[src/rtl/ifetch_pkg.sv]
// ifetch_pkg -- shared types and constants for the instruction fetch slice.
//   IADDR_W  : instruction word-address width
//   IDATA_W  : instruction width
//   INST_NOP : value held in empty queue slots out of reset
//   ientry_t : one queue entry, {addr, data}
//   push_t   : number of entries written into the queue on an edge
package ifetch_pkg;

   localparam int unsigned IADDR_W = 6;
   localparam int unsigned IDATA_W = 32;
   localparam logic [IDATA_W-1:0] INST_NOP = 32'h00000000;

   typedef struct packed {
      logic [IADDR_W-1:0] addr;
      logic [IDATA_W-1:0] data;
   } ientry_t;

   typedef enum logic [1:0] {
      PUSH_NONE = 2'd0,
      PUSH_ONE  = 2'd1,
      PUSH_TWO  = 2'd2
   } push_t;

endpackage

[src/rtl/ifetch_queue.sv]
// ifetch_queue -- circular instruction queue, two write slots, one read.
//   clk, rst_n  : clock, asynchronous active-low reset
//   flush       : empty the queue (head/tail/count to 0), no write this edge
//   push_n      : how many of wr0/wr1 to append (wr0 first)
//   wr0, wr1    : entries to append
//   pop         : remove the head entry (ignored when empty)
//   valid       : queue not empty
//   head_entry  : registered head slot contents
//   count       : number of occupied entries (0..QDEPTH)
// The writer must never push more than QDEPTH - count entries.
module ifetch_queue
   import ifetch_pkg::*;
#(
   parameter int unsigned QDEPTH = 4
) (
   input  logic                         clk,
   input  logic                         rst_n,
   input  logic                         flush,
   input  push_t                        push_n,
   input  ientry_t                      wr0,
   input  ientry_t                      wr1,
   input  logic                         pop,
   output logic                         valid,
   output ientry_t                      head_entry,
   output logic [$clog2(QDEPTH+1)-1:0]  count
);

   localparam int unsigned PW = $clog2(QDEPTH);
   localparam int unsigned CW = $clog2(QDEPTH+1);

   ientry_t       mem [QDEPTH];
   logic [PW-1:0] head;
   logic [PW-1:0] tail;
   logic [PW-1:0] tail_p1;
   logic [1:0]    npush;
   logic          do_pop;

   assign do_pop  = pop && (count != '0);
   assign tail_p1 = tail + PW'(1);

   always_comb begin
      npush = 2'd0;
      case (push_n)
         PUSH_ONE: npush = 2'd1;
         PUSH_TWO: npush = 2'd2;
         default:  npush = 2'd0;
      endcase
   end

   always_ff @(posedge clk or negedge rst_n) begin
      if (!rst_n) begin
         head  <= '0;
         tail  <= '0;
         count <= '0;
         for (int unsigned i = 0; i < QDEPTH; i++) begin
            mem[i] <= '{addr: '0, data: INST_NOP};
         end
      end else if (flush) begin
         head  <= '0;
         tail  <= '0;
         count <= '0;
      end else begin
         if (npush != 2'd0) mem[tail]    <= wr0;
         if (npush == 2'd2) mem[tail_p1] <= wr1;
         // pointers wrap naturally since QDEPTH is a power of two
         tail  <= tail + PW'(npush);
         head  <= head + PW'(do_pop);
         count <= count + CW'(npush) - CW'(do_pop);
      end
   end

   assign valid      = (count != '0);
   assign head_entry = mem[head];

endmodule

[src/rtl/ifetch_ctrl.sv]
// ifetch_ctrl -- instruction fetch controller feeding a decode stream.
//   clk, rst_n          : clock, asynchronous active-low reset
//   fetch_en            : allow new fetches
//   imem_a1, imem_a2    : word addresses to the two instruction-memory read ports
//   imem_rd1, imem_rd2  : same-cycle read data for imem_a1 / imem_a2
//   redirect_valid/addr : flush the queue and restart fetching at redirect_addr
//   inst_valid/ready    : decode-side handshake
//   inst_data/addr      : head instruction and its word address
// Build option: define IFETCH_PAIR_FETCH_EN to fetch two words per cycle
// (fetch_pc and fetch_pc+1). Without it one word per cycle is fetched,
// imem_a2 mirrors imem_a1 and imem_rd2 is never written into the queue.
module ifetch_ctrl
   import ifetch_pkg::*;
#(
   parameter int unsigned        QDEPTH   = 4,
   parameter logic [IADDR_W-1:0] RESET_PC = 6'd0
) (
   input  logic               clk,
   input  logic               rst_n,
   input  logic               fetch_en,
   output logic [IADDR_W-1:0] imem_a1,
   output logic [IADDR_W-1:0] imem_a2,
   input  logic [IDATA_W-1:0] imem_rd1,
   input  logic [IDATA_W-1:0] imem_rd2,
   input  logic               redirect_valid,
   input  logic [IADDR_W-1:0] redirect_addr,
   output logic               inst_valid,
   input  logic               inst_ready,
   output logic [IDATA_W-1:0] inst_data,
   output logic [IADDR_W-1:0] inst_addr
);

   localparam int unsigned CW = $clog2(QDEPTH+1);

   logic [IADDR_W-1:0] fetch_pc;
   logic [IADDR_W-1:0] pc_p1;
   logic [CW-1:0]      count;
   logic [CW-1:0]      free;
   push_t              push_n;
   ientry_t            wr0;
   ientry_t            wr1;
   ientry_t            head_entry;
   logic               pop;

   assign pc_p1 = fetch_pc + IADDR_W'(1);   // 63 wraps to 0
   assign imem_a1 = fetch_pc;
`ifdef IFETCH_PAIR_FETCH_EN
   assign imem_a2 = pc_p1;
`else
   assign imem_a2 = fetch_pc;
`endif

   assign wr0 = '{addr: fetch_pc, data: imem_rd1};
   assign wr1 = '{addr: pc_p1,    data: imem_rd2};

   // free space is judged on the pre-pop count: a pop this edge only
   // makes room for the next cycle's fetch
   assign free = CW'(QDEPTH) - count;
   assign pop  = inst_valid && inst_ready;

   always_comb begin
      push_n = PUSH_NONE;
      if (fetch_en && !redirect_valid) begin
`ifdef IFETCH_PAIR_FETCH_EN
         if (free >= CW'(2))      push_n = PUSH_TWO;
         else if (free == CW'(1)) push_n = PUSH_ONE;
`else
         if (free != '0)          push_n = PUSH_ONE;
`endif
      end
   end

   always_ff @(posedge clk or negedge rst_n) begin
      if (!rst_n) begin
         fetch_pc <= RESET_PC;
      end else if (redirect_valid) begin
         fetch_pc <= redirect_addr;
      end else begin
         case (push_n)
            PUSH_ONE: fetch_pc <= pc_p1;
            PUSH_TWO: fetch_pc <= fetch_pc + IADDR_W'(2);
            default:  fetch_pc <= fetch_pc;
         endcase
      end
   end

   ifetch_queue #(
      .QDEPTH (QDEPTH)
   ) u_queue (
      .clk        (clk),
      .rst_n      (rst_n),
      .flush      (redirect_valid),
      .push_n     (push_n),
      .wr0        (wr0),
      .wr1        (wr1),
      .pop        (pop),
      .valid      (inst_valid),
      .head_entry (head_entry),
      .count      (count)
   );

   assign inst_data = head_entry.data;
   assign inst_addr = head_entry.addr;

endmodule

[config.mk]
export PLATFORM = sky130hd
export DESIGN_NAME = ifetch_ctrl
export DESIGN_NICKNAME = d
export VERILOG_FILES = /design/src/rtl/ifetch_pkg.sv /design/src/rtl/ifetch_queue.sv /design/src/rtl/ifetch_ctrl.sv
export SDC_FILE = /design/constraint.sdc
export NUM_CORES = 1
export LEC_CHECK = 0
export CORE_MARGIN = 10
export CORE_UTILIZATION = 50
export DETAILED_ROUTE_END_ITERATION = 16
export GPL_ROUTABILITY_DRIVEN = 0
export GPL_TIMING_DRIVEN = 1
export PLACE_DENSITY = 0.75
export RECOVER_POWER = 50
export SYNTH_ARGS = -nofsm -noshare
export SYNTH_HDL_FRONTEND = slang
export SYNTH_HIERARCHICAL = 1
export SYNTH_SLANG_ARGS = --single-unit
[constraint.sdc]
create_clock -name clk -period 2.47 [get_ports clk]
set_input_delay 0.494 -clock clk [delete_from_list [all_inputs] [get_ports clk]]
set_output_delay 0.494 -clock clk [all_outputs]
set_load 0.05 [all_outputs]
==> results.txt, run 1 <==
Outcome: finished with violations
Failing checks: capacitance limit, slew limit
Cell Area, Synth: 8660 µm²
Crit path required time: 1.98 ns
FF-to-FF setup slack: 0.12 ns
Layout fillers: 1,326
Post-route DRC: 0
Detail-routed net length per standard cell: 25.0 µm
Die width: 152 µm
Total congestion overflow: 0
Reg2reg start: u_queue/count[1]
Crit. End Element: output pin
Core area: 17,100 µm²
# diodes: 0
Final Skew: 0.00608 ns
Seq/Total Area, Yosys: 0.477
Clock Root Buffer: clkbuf_16
Worst R2R End: u_queue/count[2]
Final core utilization: 0.629
FF/Latch Area: 4140 µm²
Top Ports: 126
Largest net degree at the start of global routing: 74
Vias/cell: 6.50
Area occupied by multi-input gates: 4220 µm²
Leakage: 3.95 nW
Number of global-route vias before repair: 7,398
Most frequent cells in the layout: 162 x dfrtp_1, 152 x o22a_1, 85 x clkdlybuf4s50_1, 76 x a22oi_1, 64 x buf_4
Initial antenna violation count: 0
Fraction of layout cells with a size suffix above 1: 0.203
Warning count from the yosys run: 6
Fin crit share: 0.981
Final Slew Violations: 60
Dpl cell area: 10,200 µm²
Design Power: 0.0133 W
Htree depth: 4
Overall Global Routing Usage: 0.231
HP Class: input pin to async pin
First-pass DRT Iterations: 5
Setup-failing EPs final: 0
Area Growth Syn to Fin: 24.2%
Max Fclk: 413 MHz
Gate Count Post-Synth: 707
WS Path Type: flop to output pin
Share of the synthesized area in the top cell type: 0.477
PortBufs: 125
Setup WS pre-CTS: -0.334 ns
Min Tclk post-route: 2.42 ns
Design area: 10,800 µm²
Initial core utilization: 0.506
Clk Latency, worst-skew pair: 0.43 ns
Number of synthesized flops with an enable pin: 0
Post-synth top area cell: dfrtp_1
Final wirelength: 26,200 µm
Routed Antenna Nets: 0
Synth unique cells: 35
Worst path arrival time: 1.93 ns
Clk slew on worst S/H paths: 0.06 ns
Pwr Density: 1230 nW/µm²
Vias after detailed routing: 6,808
Final net count: 896
FP Rows: 48
Worst setup SP type: flop
First-pass GRT wire length: 41,200 µm
DIE HEIGHT: 152 µm
Die Footprint: 23,000 µm²
CTS Buf Count: 17
Max-cap violations: 1
Post-synth top flop: dfrtp_1
Clk buf depth: 2
Reg2Reg Depth: 10
# hold bufs at CTS: 0
DP HPWL: 16,500 µm
First DRT Iteration DRCs: 586
Commonest non-fill, non-tap cell in the layout: dfrtp_1
Relative slew slack: -0.0378
Fraction of registers with async set or reset after synthesis: 1.00
Slew @ Worst Pin: 1.56 ns
Syn Area/Cell: 12.3 µm²
Worst setup margin: 0.0460 ns
Final hold vios: 0
Max FO, Critical Path: 3
Synth area leaders: dfrtp_1 48%, o22a_1 15%, mux4_2 9.9%, a22oi_1 6.6%, mux2i_1 4.5%
Synth Register Bits: 165
Max VDD drop: 0.000764 V
CTS tree: built
Clock Sink Count: 165
==> through the flow <==
| stage | std cells | hold slack [ns] | TNS [ns] |
|---|---|---|---|
| 2_1_floorplan | 709 | 0.198 | 0 |
| 3_3_place_gp | 1016 | 0.464 | -22.05 |
| 3_5_place_dp | 1016 | 0.477 | -31.65 |
| 4_1_cts | 1047 | 0.0692 | 0 |
| 5_1_grt | 1047 | 0.501 | -0.0263 |
| 6_report | 1047 | 0.455 | 0 |
==> flip-flops by register name (all words and copies together), names as in the netlist <==
register / cells
u_queue/head: 2
u_queue/tail: 2
u_queue/mem: 152
u_queue/count: 3
imem_a1: 6
==> worst max-delay path by stage <==
stage	slack (ns)	endpoint	cells past startpoint	start
after floorplan	0.05	u_queue/count[2]	13	u_queue/count[2]
final	0.05	inst_valid	2	u_queue/count[1]
after CTS	0.001	u_queue/count[2]	12	u_queue/count[2]
after detailed placement	-0.33	u_queue/count[2]	12	fetch_en
after global placement	-0.23	u_queue/count[2]	12	fetch_en
after global routing	-0.01	u_queue/mem[55]	11	u_queue/count[1]
==> power by group <==
part           switching, W  internal [W]
clock network       0.00105       0.00150
logic               0.00339       0.00271
registers          0.000721       0.00387
==> metal layers <==
layer | GRT usage | up-vias | part of all wire
met3 | 0.0475 | 46 | 0.070
met1 | 0.292 | 3512 | 0.40
met4 | 0.0791 | 0 | 0.019
met5 | 0 | - | 0
li1 | - | 2928 | -
met2 | 0.386 | 322 | 0.51
==> layout make-up <==
class,count,share of cell area
clock buffer,22,0.0422
clock inverter,9,0.00977
inverter,9,0.00314
multi-input combinational,456,0.392
sequential,165,0.384
tap,225,0.0262
timing repair buffer,161,0.142
==> kinds of logic (layout without fill, tap and decap cells) <==
logic type / count (synthesis) / in the layout / synth area share
and+or+nand+nor: 116 / 116 / 0.0695
other: 1 / 3 / 0.000433
buffers and inverters: 88 / 201 / 0.0527
AOI/OAI and AO/OA: 239 / 239 / 0.230
adders and majority gates: 11 / 11 / 0.0168
DFF: 165 / 165 / 0.477
xor gates and xnor gates: 10 / 10 / 0.0101
muxes: 77 / 77 / 0.144
==> worst max-delay path, stage by stage, from the launching register on <==
cell and delay (ns):
dfrtp_1 0.40, or3_4 0.39, clkdlybuf4s50_1 0.71
==> timing repair <==
action | CTS | global route
setup buffers | 0 | 0
gates resized for setup | 1 | 12
endpoints found under the hold margin | 0 | 0
gates cloned | 0 | 0
endpoints found under the setup margin | 1 | 135
pin swaps | 1 | 5
==> cells in the mapped netlist (all sizes together) (2+ instances only) <==
cell / number
nand2: 7
o21ai: 3
o32ai: 2
buf: 54
nand2b: 4
xor2: 4
mux2i: 39
clkbuf: 25
and2: 4
o211ai: 2
nor2b: 43
nor2: 47
mux4: 38
o22a: 152
inv: 9
dfrtp: 165
ha: 10
a21oi: 2
or4: 3
xnor2: 6
nand3: 4
a22oi: 76
(Power assumes the default switching activity.)
==> run 2, diff against run 1 <==
--- a/config.mk
+++ b/config.mk
@@ -11,7 +11,6 @@
 export GPL_ROUTABILITY_DRIVEN = 0
 export GPL_TIMING_DRIVEN = 1
 export PLACE_DENSITY = 0.75
-export RECOVER_POWER = 50
 export SYNTH_ARGS = -nofsm -noshare
 export SYNTH_HDL_FRONTEND = slang
 export SYNTH_HIERARCHICAL = 1
==> results.txt, run 2 (synthesized netlist as in run 1, its figures left out) <==
Final hold vios: 0 (unchanged)
Slew @ Worst Pin: 1.26 ns (-0.292 ns)
M1 GR Usage: 0.292 (unchanged)
# diodes: 0 (unchanged)
FF/Latch Area: 4140 µm² (unchanged)
Leakage: 3.96 nW (+0.19%)
Pwr Density: 1230 nW/µm² (-0.22%)
Worst R2R End: u_queue/count[2]
Initial antenna violation count: 0 (unchanged)
Relative slew slack: 0.155 (+0.193)
DIE HEIGHT: 152 µm (unchanged)
Net Sw Frac: 0.390 (-0.000451)
P_sw: 0.00516 W (-0.14%)
DP Cell Count: 1,016 (unchanged)
Layout fillers: 1,322 (-0.30%)
Number of global-route vias before repair: 7,398 (unchanged)
Final wirelength: 26,100 µm (-0.12%)
Largest net degree at the start of global routing: 74 (unchanged)
Fin crit share: 0.981 (about the same)
First-pass DRT Iterations: 6 (+1)
Reg2Reg Depth: 10 (unchanged)
FF-to-FF setup slack: 0.12 ns (about the same)
CTS tree: built
Overall Global Routing Usage: 0.231 (unchanged)
Clk pwr share: 0.193 (about the same)
Vias/cell: 6.51 (+0.19%)
Final core utilization: 0.630 (+0.00124)
Top Ports: 126 (unchanged)
Crit. End Element: output pin
Max Fclk: 413 MHz (about the same)
Reg2reg start: u_queue/count[1]
Core area: 17,100 µm² (unchanged)
Clk buf depth: 2 (unchanged)
Max VDD drop: 0.000764 V (about the same)
Crit path required time: 1.98 ns (about the same)
Design Power: 0.0132 W (about the same)
Total congestion overflow: 0 (unchanged)
Most frequent cells in the layout: 162 x dfrtp_1, 152 x o22a_1, 85 x clkdlybuf4s50_1, 76 x a22oi_1, 65 x buf_4
Setup-failing EPs final: 0 (unchanged)
Final Slew Violations: 0 (-100%)
Met2 Use GR: 0.386 (unchanged)
GR Util met3: 0.0475 (unchanged)
Combinational share of power: 0.461 (about the same)
WS Path Type: flop to output pin
First-pass GRT wire length: 41,200 µm (unchanged)
Internal power: 0.00809 W (about the same)
Biggest register: u_queue/mem
Initial core utilization: 0.506 (unchanged)
Top Usage Layer GRT: met2
Clk slew on worst S/H paths: 0.06 ns (about the same)
Post-route DRC: 0 (unchanged)
Die width: 152 µm (unchanged)
Detail-routed net length per standard cell: 25.0 µm (-0.12%)
Post-CTS setup buffer count: 0 (unchanged)
First DRT Iteration DRCs: 594 (+1.4%)
Dpl cell area: 10,200 µm² (unchanged)
Outcome: finished, final reports clean
Routed Antenna Nets: 0 (unchanged)
Clk Latency, worst-skew pair: 0.43 ns (about the same)
Design area: 10,800 µm² (+0.20%)
Max-cap violations: 0 (-1)
Worst setup SP type: flop
Clock Sink Count: 165 (unchanged)
HP Class: input pin to async pin
Max FO, Critical Path: 3 (unchanged)
Die Footprint: 23,000 µm² (unchanged)
Power share of the sequential group: 0.346 (about the same)
Vias after detailed routing: 6,821 (+0.19%)
Area occupied by multi-input gates: 4220 µm² (unchanged)
Htree depth: 4 (unchanged)
Fraction of layout cells with a size suffix above 1: 0.203 (unchanged)
CTS Buf Count: 17 (unchanged)
Max reg flops: 152 (unchanged)
Final Skew: 0.00524 ns (-0.000839 ns)
Clock Root Buffer: clkbuf_16
FP Rows: 48 (unchanged)
DP HPWL: 16,500 µm (unchanged)
Area Growth Syn to Fin: 24.4%
Commonest non-fill, non-tap cell in the layout: dfrtp_1
Final Non-Filler Cells: 1,047 (unchanged)
Setup WS pre-CTS: -0.334 ns (unchanged)
Worst path arrival time: 1.93 ns (about the same)
PortBufs: 125 (unchanged)
Worst setup margin: 0.0467 ns (+0.000747 ns)
Final net count: 896 (unchanged)
Min Tclk post-route: 2.42 ns (-0.000747 ns)
==> run 2: per-stage QoR <==
| step | TNS, ns | hold WS (ns) |
|---|---|---|
| after detailed placement | -31.65 | 0.477 |
| after floorplan | 0 | 0.198 |
| after CTS | 0 | 0.0692 |
| after global placement | -22.05 | 0.464 |
| after global routing | -0.0263 | 0.0880 |
| final | 0 | 0.0455 |
==> run 2: worst max-delay path by stage <==
stage / from / endpoint / slack [ns]
2_1_floorplan: u_queue/count[2] / u_queue/count[2] / 0.05
3_3_place_gp: fetch_en / u_queue/count[2] / -0.23
3_5_place_dp: fetch_en / u_queue/count[2] / -0.33
4_1_cts: u_queue/count[2] / u_queue/count[2] / 0.001
5_1_grt: u_queue/count[1] / u_queue/mem[55] / -0.01
6_report: u_queue/count[1] / inst_valid / 0.05
==> run 2: power groups by stage <==
stage,Clock (W),Combinational (W),Sequential [W]
finish,0.00255,0.00611,0.00459
global route,0.00268,0.00646,0.00470
CTS,0.00258,0.00607,0.00457
detailed placement,0,0.00604,0.00461
global placement,0,0.00591,0.00449
floorplan,0,0.00440,0.00439
==> run 2: timing repair <==
action / in CTS / in global routing
pin swaps: 1 / 5
setup endpoints to repair: 1 / 135
hold buffers: 0 / 0
gates cloned: 0 / 0
resized for setup: 1 / 12
==> run 2: routing by layer <==
layer | vias to the layer above | share of wire | wire length (µm)
li1 | 2922 | - | -
met1 | 3517 | 0.39 | 10200
met2 | 334 | 0.52 | 13500
met3 | 48 | 0.074 | 1940
met4 | 0 | 0.019 | 484
met5 | - | 0 | 0
==> run 2: final cells by class <==
| class | instances | area share |
|---|---|---|
| clock inverters | 9 | 0.00975 |
| clock buffers | 22 | 0.0421 |
| repair buffers | 161 | 0.144 |
| inverters | 9 | 0.00313 |
| well taps | 225 | 0.0261 |
| multi-input cells | 456 | 0.391 |
| flip-flops and latches | 165 | 0.384 |
==> run 2: worst max-delay path: stages (launching register included) <==
cell	delay, ns
dfrtp_1	0.40
or3_4	0.39
clkdlybuf4s50_1	0.71
==> run 3, diff against run 2 <==
--- a/config.mk
+++ b/config.mk
@@ -10,7 +10,8 @@
 export DETAILED_ROUTE_END_ITERATION = 16
 export GPL_ROUTABILITY_DRIVEN = 0
 export GPL_TIMING_DRIVEN = 1
-export PLACE_DENSITY = 0.75
+export PLACE_DENSITY = 0.72
+export SLEW_MARGIN = 40
 export SYNTH_ARGS = -nofsm -noshare
 export SYNTH_HDL_FRONTEND = slang
 export SYNTH_HIERARCHICAL = 1
==> constraint.sdc (replaced) <==
create_clock -name clk -period 2.4 [get_ports clk]
set_input_delay 0.48 -clock clk [delete_from_list [all_inputs] [get_ports clk]]
set_output_delay 0.48 -clock clk [all_outputs]
set_load 0.05 [all_outputs]
==> results.txt, run 3 (synthesized netlist as in run 1, its figures left out) <==
Outcome: finished, final reports clean
Relative slew slack: 0.438 (+0.283)
Number of global-route vias before repair: 7,590 (+2.6%)
P_sw: 0.00534 W (+3.5%)
Final wirelength: 26,600 µm (+1.6%)
Final Skew: 0.00738 ns (+0.00214 ns)
Final Slew Violations: 0 (unchanged)
Overall Global Routing Usage: 0.229 (-0.00205)
DP HPWL: 16,300 µm (-1.4%)
Clock Root Buffer: clkbuf_16
FF-to-FF setup slack: 0.08 ns (-0.04 ns)
Clk buf depth: 2 (unchanged)
Initial core utilization: 0.506 (unchanged)
Max Fclk: 429 MHz
Clk slew on worst S/H paths: 0.06 ns (about the same)
Htree depth: 4 (unchanged)
Crit path required time: 1.92 ns (-0.06 ns)
PortBufs: 125 (unchanged)
Fin crit share: 0.972
Crit. End Element: output pin
Setup-failing EPs final: 0 (unchanged)
Vias after detailed routing: 6,942 (+1.8%)
Core area: 17,100 µm² (unchanged)
Routed Antenna Nets: 0 (unchanged)
First-pass DRT Iterations: 6 (unchanged)
Largest net degree at the start of global routing: 95 (+28%)
Final net count: 909 (+1.5%)
Max-cap violations: 0 (unchanged)
# diodes: 0 (unchanged)
FP Rows: 48 (unchanged)
Vias/cell: 6.55 (+0.53%)
Max reg flops: 152 (unchanged)
Clk pwr share: 0.199 (+0.006)
Commonest non-fill, non-tap cell in the layout: dfrtp_1
First-pass GRT wire length: 41,100 µm (-0.33%)
Worst setup margin: 0.0678 ns (+0.0210 ns)
WS Path Type: flop to output pin
Final hold vios: 0 (unchanged)
Slew @ Worst Pin: 0.843 ns (-0.422 ns)
Setup WS pre-CTS: -0.302 ns (+0.0319 ns)
DIE HEIGHT: 152 µm (unchanged)
CTS tree: built
Total congestion overflow: 0 (unchanged)
Detail-routed net length per standard cell: 25.1 µm (+0.37%)
Leakage: 4.08 nW (+3.1%)
HP Class: input pin to async pin
First DRT Iteration DRCs: 662 (+11%)
Initial antenna violation count: 0 (unchanged)
RSZ-0062 raised after global routing: yes
Max FO, Critical Path: 19 (+16)
Internal power: 0.00853 W (+5.5%)
Net Sw Frac: 0.385 (-0.00445)
Design Power: 0.0139 W (+4.7%)
Clk Latency, worst-skew pair: 0.42 ns (about the same)
Fraction of layout cells with a size suffix above 1: 0.224 (+0.0208)
Min Tclk post-route: 2.33 ns
Clock Sink Count: 165 (unchanged)
Post-route DRC: 0 (unchanged)
Most frequent cells in the layout: 162 x dfrtp_1, 152 x o22a_1, 84 x clkdlybuf4s50_1, 76 x a22oi_1, 66 x buf_4
Worst setup SP type: flop
Area Growth Syn to Fin: 27.6%
Worst path arrival time: 1.85 ns (-0.08 ns)
Combinational share of power: 0.460 (about the same)
Power share of the sequential group: 0.340 (-0.006)
Die width: 152 µm (unchanged)
Biggest register: u_queue/mem
Top Ports: 126 (unchanged)
Die Footprint: 23,000 µm² (unchanged)
CTS Buf Count: 17 (unchanged)
Pwr Density: 1250 nW/µm² (+2.1%)
Max VDD drop: 0.000704 V (-7.9%)
-- run 3: cell count changes in the layout (fill, tap and decap cells not counted), sizes merged --
cell,previous run,this run
clkdlybuf4s50,85,84
clkinvlp,1,0
dlygate4sd2,0,1
clkbuf,22,26
buf,76,84
bufinv,2,3
dlygate4sd3,0,1
-- run 3: path summary, 6_finish.rpt --
check | startpoint | to | cells past startpoint
max reg2reg | u_queue/count[1] | u_queue/mem[148] | 12
min | rst_n | u_queue/mem[104] | 2
min in group clk | u_queue/mem[18] | u_queue/mem[18] | 1
max in group asynchronous | rst_n | u_queue/mem[144] | 3
max | u_queue/head[0] | inst_data[7] | 3
min reg2reg | u_queue/mem[18] | u_queue/mem[18] | 1
-- run 3: final cells by class --
cell class	instances	area, µm²
Fill cell	1303	6060
Timing Repair Buffer	174	1790
Clock inverter	9	128
Multi-Input combinational cell	456	4220
Clock buffer	22	464
Inverter	9	33.8
Tap cell	225	282
Sequential cell	165	4140
-- run 3: worst max-delay path: stages, from the launching register on --
cell and delay, ns:
dfrtp_2 0.41, buf_12 0.22, mux4_2 0.58, buf_4 0.22
-- run 3: power by group through the flow --
stage	logic, W	registers, W	clock network, W
detailed placement	0.00623	0.00474	0
floorplan	0.00453	0.00452	0
global placement	0.00610	0.00462	0
global route	0.00675	0.00484	0.00292
CTS	0.00627	0.00470	0.00279
finish	0.00639	0.00472	0.00276
-- run 3: timing repair --
action | in CTS | in global routing
hold endpoints to repair | 20 | 0
gates resized for setup | 5 | 15
setup buffers | 2 | 5
hold buffers | 1 | 0
endpoints found under the setup margin | 2 | 136
gates cloned | 0 | 4
pin swaps | 2 | 4
-- run 3: metrics by stage --
| stage | cells | cell area (µm²) | hold slack (ns) | TNS [ns] | util |
|---|---|---|---|---|---|
| after floorplan | 709 | 8680 | 0.184 | 0 | - |
| after global placement | 1015 | 10200 | 0.353 | -12.27 | 0.595 |
| after detailed placement | 1017 | 10200 | 0.357 | -20.58 | 0.598 |
| after CTS | 1051 | 10900 | 0.481 | -0.00236 | 0.635 |
| after global routing | 1060 | 11100 | 0.493 | -0.0217 | 0.646 |
| final | 1060 | 11100 | 0.484 | 0 | 0.646 |
-- run 3: routing by layer --
layer	vias up	wire, µm	share of wire	track usage
li1	2952	-	-	-
met1	3596	10400	0.39	0.282
met2	347	13600	0.51	0.393
met3	47	2090	0.078	0.0517
met4	0	491	0.018	0.0667
met5	-	0	0	0
